$ cat config.mk
export PLATFORM = sky130hd
export DESIGN_NAME = gate_frame_accum_flat
export DESIGN_NICKNAME = d
export VERILOG_FILES = /design/src/rtl/gate_frame_accum_if.sv /design/src/rtl/gate_frame_accum.sv /design/src/flat_wrapper.sv
export SDC_FILE = /design/constraint.sdc
export NUM_CORES = 1
export LEC_CHECK = 0
export BUFFER_PORTS_ARGS = -buffer_cell sky130_fd_sc_hd__buf_2
export CAP_MARGIN = 10
export CORE_MARGIN = 2
export CORE_UTILIZATION = 55
export DETAILED_ROUTE_END_ITERATION = 8
export MAX_ROUTING_LAYER = met4
export PLACE_DENSITY = 0.75
export SETUP_SLACK_MARGIN = 0.05
export SYNTH_ARGS = -nofsm -noshare
export SYNTH_HDL_FRONTEND = slang
export SYNTH_SLANG_ARGS = --single-unit
export TNS_END_PERCENT = 50
$ cat constraint.sdc
create_clock -name clk -period 4.8 [get_ports clk]
set_input_delay 0.24 -clock clk [delete_from_list [all_inputs] [get_ports clk]]
set_output_delay 0.24 -clock clk [all_outputs]
set_load 0.02 [all_outputs]
$ cat src/rtl/gate_frame_accum_if.sv
// Beat-in / frame-result-out handshake bundle for gate_frame_accum.
// out_parity exists only when GATE_ACC_PARITY_EN is defined.
interface gate_frame_accum_if #(
  parameter int WIDTH     = 8,
  parameter int MAX_BEATS = 16
);
  localparam int CW = $clog2(MAX_BEATS + 1);

  logic             in_valid;
  logic             in_ready;
  logic [WIDTH-1:0] in_a;
  logic [WIDTH-1:0] in_b;
  logic [1:0]       in_op;
  logic             in_last;
  logic             out_valid;
  logic             out_ready;
  logic [WIDTH-1:0] out_data;
  logic [CW-1:0]    out_count;
  logic             out_ovf;
`ifdef GATE_ACC_PARITY_EN
  logic             out_parity;
`endif

  modport master (
    output in_valid, in_a, in_b, in_op, in_last, out_ready,
    input  in_ready, out_valid, out_data, out_count, out_ovf
`ifdef GATE_ACC_PARITY_EN
    , input out_parity
`endif
  );

  modport slave (
    input  in_valid, in_a, in_b, in_op, in_last, out_ready,
    output in_ready, out_valid, out_data, out_count, out_ovf
`ifdef GATE_ACC_PARITY_EN
    , output out_parity
`endif
  );
endinterface

$ cat src/rtl/gate_frame_accum.sv
// Folds a frame of (a op b) beats into one registered result on a valid/ready output.
// Optional GATE_ACC_PARITY_EN adds a registered out_parity = ^out_data.
module gate_frame_accum #(
  parameter int WIDTH     = 8,
  parameter int MAX_BEATS = 16
) (
  input logic               clk,
  input logic               rst_n,
  gate_frame_accum_if.slave bus
);
  localparam int CW = $clog2(MAX_BEATS + 1);
  localparam logic [CW-1:0] MAXC = CW'(MAX_BEATS);

  typedef enum logic [1:0] {S_IDLE, S_ACCUM, S_HOLD} state_t;

  state_t           r_state;
  logic [1:0]       r_op;
  logic [WIDTH-1:0] r_acc;
  logic [CW-1:0]    r_cnt;
  logic             r_ovf;
  logic [WIDTH-1:0] r_out_data;
  logic [CW-1:0]    r_out_count;
  logic             r_out_ovf;

  logic             w_ready;
  logic             w_fire;
  logic             w_first;
  logic [1:0]       w_op;
  logic [WIDTH-1:0] w_beat;
  logic [WIDTH-1:0] w_acc_next;
  logic [CW-1:0]    w_cnt_next;
  logic             w_ovf_next;

  assign w_ready = (r_state != S_HOLD) || bus.out_ready;
  assign w_fire  = bus.in_valid && w_ready;
  // A beat taken in IDLE or in HOLD (same-cycle release) opens a new frame.
  assign w_first = (r_state != S_ACCUM);
  assign w_op    = w_first ? bus.in_op : r_op;

  always_comb begin
    w_beat = '0;
    unique case (w_op)
      2'b00:   w_beat = bus.in_a & bus.in_b;
      2'b01:   w_beat = bus.in_a | bus.in_b;
      2'b10:   w_beat = bus.in_a ^ bus.in_b;
      default: w_beat = (bus.in_a & bus.in_b) & (bus.in_a | bus.in_b);
    endcase
  end

  always_comb begin
    w_acc_next = w_beat;
    w_cnt_next = CW'(1);
    w_ovf_next = 1'b0;
    if (!w_first) begin
      unique case (w_op)
        2'b01:   w_acc_next = r_acc | w_beat;
        2'b10:   w_acc_next = r_acc ^ w_beat;
        default: w_acc_next = r_acc & w_beat;
      endcase
      w_cnt_next = (r_cnt == MAXC) ? MAXC : r_cnt + CW'(1);
      w_ovf_next = r_ovf || (r_cnt == MAXC);
    end
  end

  always_ff @(posedge clk or negedge rst_n) begin
    if (!rst_n) begin
      r_state     <= S_IDLE;
      r_op        <= '0;
      r_acc       <= '0;
      r_cnt       <= '0;
      r_ovf       <= 1'b0;
      r_out_data  <= '0;
      r_out_count <= '0;
      r_out_ovf   <= 1'b0;
    end else if (w_fire) begin
      r_op  <= w_op;
      r_acc <= w_acc_next;
      r_cnt <= w_cnt_next;
      r_ovf <= w_ovf_next;
      if (bus.in_last) begin
        r_out_data  <= w_acc_next;
        r_out_count <= w_cnt_next;
        r_out_ovf   <= w_ovf_next;
        r_state     <= S_HOLD;
      end else begin
        r_state <= S_ACCUM;
      end
    end else if (r_state == S_HOLD && bus.out_ready) begin
      r_state <= S_IDLE;
    end
  end

`ifdef GATE_ACC_PARITY_EN
  logic r_parity;
  always_ff @(posedge clk or negedge rst_n) begin
    if (!rst_n)
      r_parity <= 1'b0;
    else if (w_fire && bus.in_last)
      r_parity <= ^w_acc_next;
  end
  assign bus.out_parity = r_parity;
`endif

  assign bus.in_ready  = w_ready;
  assign bus.out_valid = (r_state == S_HOLD);
  assign bus.out_data  = r_out_data;
  assign bus.out_count = r_out_count;
  assign bus.out_ovf   = r_out_ovf;
endmodule

$ cat src/flat_wrapper.sv
// flat-port wrapper written by rule: the top's interface ports become plain ports
module gate_frame_accum_flat 
#(
  parameter int WIDTH     = 8,
  parameter int MAX_BEATS = 16
)
  (clk, rst_n, bus_in_valid, bus_in_a, bus_in_b, bus_in_op, bus_in_last, bus_out_ready, bus_in_ready, bus_out_valid, bus_out_data, bus_out_count, bus_out_ovf);
  gate_frame_accum_if #(.WIDTH(WIDTH), .MAX_BEATS(MAX_BEATS)) bus_i ();
  input logic clk;
  input logic rst_n;
  input wire logic [$bits(bus_i.in_valid)-1:0] bus_in_valid;
  input wire logic [$bits(bus_i.in_a)-1:0] bus_in_a;
  input wire logic [$bits(bus_i.in_b)-1:0] bus_in_b;
  input wire logic [$bits(bus_i.in_op)-1:0] bus_in_op;
  input wire logic [$bits(bus_i.in_last)-1:0] bus_in_last;
  input wire logic [$bits(bus_i.out_ready)-1:0] bus_out_ready;
  output wire logic [$bits(bus_i.in_ready)-1:0] bus_in_ready;
  output wire logic [$bits(bus_i.out_valid)-1:0] bus_out_valid;
  output wire logic [$bits(bus_i.out_data)-1:0] bus_out_data;
  output wire logic [$bits(bus_i.out_count)-1:0] bus_out_count;
  output wire logic [$bits(bus_i.out_ovf)-1:0] bus_out_ovf;
  assign bus_i.in_valid = bus_in_valid;
  assign bus_i.in_a = bus_in_a;
  assign bus_i.in_b = bus_in_b;
  assign bus_i.in_op = bus_in_op;
  assign bus_i.in_last = bus_in_last;
  assign bus_i.out_ready = bus_out_ready;
  assign bus_in_ready = bus_i.in_ready;
  assign bus_out_valid = bus_i.out_valid;
  assign bus_out_data = bus_i.out_data;
  assign bus_out_count = bus_i.out_count;
  assign bus_out_ovf = bus_i.out_ovf;
  gate_frame_accum #(.WIDTH(WIDTH), .MAX_BEATS(MAX_BEATS)) u_core (.clk(clk), .rst_n(rst_n), .bus(bus_i));
endmodule
==> impl_metrics.ini <==
[setup_path]
cp_max_fo = 16
path_cells = nand2b_1, mux2i_1, ha_1, nand2_1, a32oi_1, inv_1, ha_1, nand2_1, a311oi_1, a21oi_1, o21ai_0
cp_data_required_time_ns = 4.99
worstPathArrival_ns = 3.42
cp_slowest_cell = ha_1
cp-end-kind = register
crit_type = reg2reg
crit_path_max_incr_delay_ns = 0.61
cp-start-kind = register

[yosys]
synthArstFlopShare_pct = 100
ys_types = 37
yosys_warnings = 0
ys.flop_type = dfrtp_1
syn-mean-instance-area_um2 = 8.60
synth_nets = 364
syn_inst = 295
synth_edf_count = 0
syn_area_um2 = 2540
synth-seq-cells = 32
seq_area_frac_synth_pct = 31.6

[global_route]
grt_pass1_wl_um = 8720
grt_max_degree = 33
grt_pass1_vias = 2096
grt_overflow = 0
track_usage_pct = 21.7
antenna_found_initial = 0

[sta]
hold_viol = 0
slew_violations = 0
rsz0062_at_grt = no
fin_setup_tns_ns = 0
max_freq_mhz = 310
tightest_slew_ns = 0.702
skew_ns = 0.00463
post-route-min-period_ns = 3.23
setup_viol = 0
fin_crit_sh_pct = 67.3
relSlewSlack_pct = 53.2

[final_layout]
fill_cells = 404
stdcell_area_um2 = 2780
final_common_cell = ha_1
layout_common_cells = ha_1, inv_1, nand2_1
finish.utilization_pct = 63.4
diodes = 0
areaGrowthSynthToFinish_pct = 9.62
nNetsFinal = 394
layout-drive-gt1-share_pct = 16.0
fin_cells = 377

[detailed_routing]
via_per_inst = 5.34
drc_errors = 0
drt_iter0_drc = 63
wl_um = 4800
final_antenna_net_count = 0
firstDrtPassIters = 4
wire_per_inst_um = 12.7
vias = 2013

[floorplanning]
core_um2 = 4380
rows = 24
die_area_um2 = 5170
die_x_um = 71.9
ios = 39
dieHeight_um = 71.9
initial_utilization_pct = 57.8

[clock_tree]
post-cts-setup-buffer-count = 0
cts_tree = done
cts_buffer_depth = 2
path_clk_slew_ns = 0.06
cts_root_buffer = clkbuf_8
htree_levels = 2
hold_buffers = 0
clk_latency_ns = 0.28
cts_buffers = 5
cts_resized = 0
cts_sinks = 32

[placement]
gp_congestion = 0.816
post-dp-hpwl_um = 3560
port_buffers = 38
place_inst = 370
dpl-instance-area_um2 = 2700

[pwr]
swShare_pct = 40.1
power_density_nw_per_um2 = 353
cellLeakagePower_nw = 1.44
peakVddDrop_mv = 0.257
power_frac_seq_pct = 38.4
p_int_mw = 0.589
power_mw = 0.982
p_clk_share_pct = 19.6
p_sw_mw = 0.393
comb_power_share_pct = 42.0

[run_status]
run_status = finished clean

[worst_hold_path]
hp-class = in2async

[flow_run]
maxCapViolations = 0
==> registers in the layout, indices dropped and copies added (netlist names) <==
signal / count
u_core.bus.out_count: 5
u_core.bus.out_data: 8
u_core.bus.out_ovf: 1
u_core.r_acc: 8
u_core.r_cnt: 5
u_core.r_op: 2
u_core.r_ovf: 1
u_core.r_state: 2
==> metrics by stage <==
step                setup WS (ns)  hold WS [ns]
global route                 1.20        0.0649
detailed placement           1.57         0.332
floorplan                    2.16       -0.0556
global placement             1.57         0.327
finish                       1.57       0.00115
CTS                          1.52        0.0243
==> synth_stat cells, drive strengths merged (2+ instances only) <==
cell type / count / area, um2
ha: 46 / 576
inv: 44 / 165
nand2: 43 / 169
dfrtp: 32 / 801
o21ai: 27 / 135
a21oi: 18 / 90.1
nand2b: 18 / 113
buf: 11 / 75.1
nor2: 11 / 41.3
a311oi: 8 / 70.1
a32oi: 8 / 70.1
clkbuf: 5 / 21.3
mux2i: 3 / 30.0
nand3: 3 / 20.0
mux2: 2 / 26.3
o31ai: 2 / 20.0
xor2: 2 / 17.5
==> worst paths after layout <==
path	slack, ns	end	depth (start not counted)	startpoint
hold / removal	0.001	u_core.bus.out_count[0]	1	rst_n
setup reg to reg	1.57	u_core.bus.out_data[4]	11	u_core.r_state[1]
min in group clk	0.23	u_core.r_state[1]	2	bus_in_last
max in group asynchronous	4.35	u_core.r_state[1]	1	rst_n
hold reg to reg	0.47	u_core.bus.out_count[3]	2	u_core.bus.out_count[3]
setup / recovery	1.57	u_core.bus.out_data[4]	11	u_core.r_state[1]
==> cells by family after synthesis <==
family | synth area share, %
buf+inv | 10.3
fa+ha+maj | 22.7
flops | 31.6
mux | 2.22
compound gates | 16.2
xor+xnor | 1.04
simple gates | 16.0
==> final cells by class <==
type,count,area [um2],share of cell area (%)
clock buffers,6,72.6,2.61
clock inverters,1,5.00,0.180
inverters,44,165,5.94
multi-input cells,203,1470,53.0
flip-flops and latches,32,801,28.8
well taps,52,65.1,2.34
repair buffers,39,198,7.11
==> power groups by stage <==
stage | clock (mW) | combinational (mW) | sequential (mW)
global placement | 0 | 0.399 | 0.379
global route | 0.209 | 0.481 | 0.386
CTS | 0.198 | 0.416 | 0.377
floorplan | 0 | 0.273 | 0.408
detailed placement | 0 | 0.414 | 0.381
finish | 0.193 | 0.413 | 0.377
==> worst max-delay path: cells and delay by family, from the launching register on <==
kind | cells | cell delay [ns]
compound gates | 4 | 0.91
buf+inv | 1 | 0.08
mux | 1 | 0.39
fa+ha+maj | 2 | 0.89
simple gates | 3 | 0.47
flops | 1 | 0.39
==> per-layer routing <==
metal	wire, um	track usage, %	up-vias
met5	0	-	-
met4	57	5.45	0
met3	117	5.69	7
met2	2390	38.1	23
met1	2230	24.7	959
li1	-	-	1024
(Power assumes the default switching activity.)
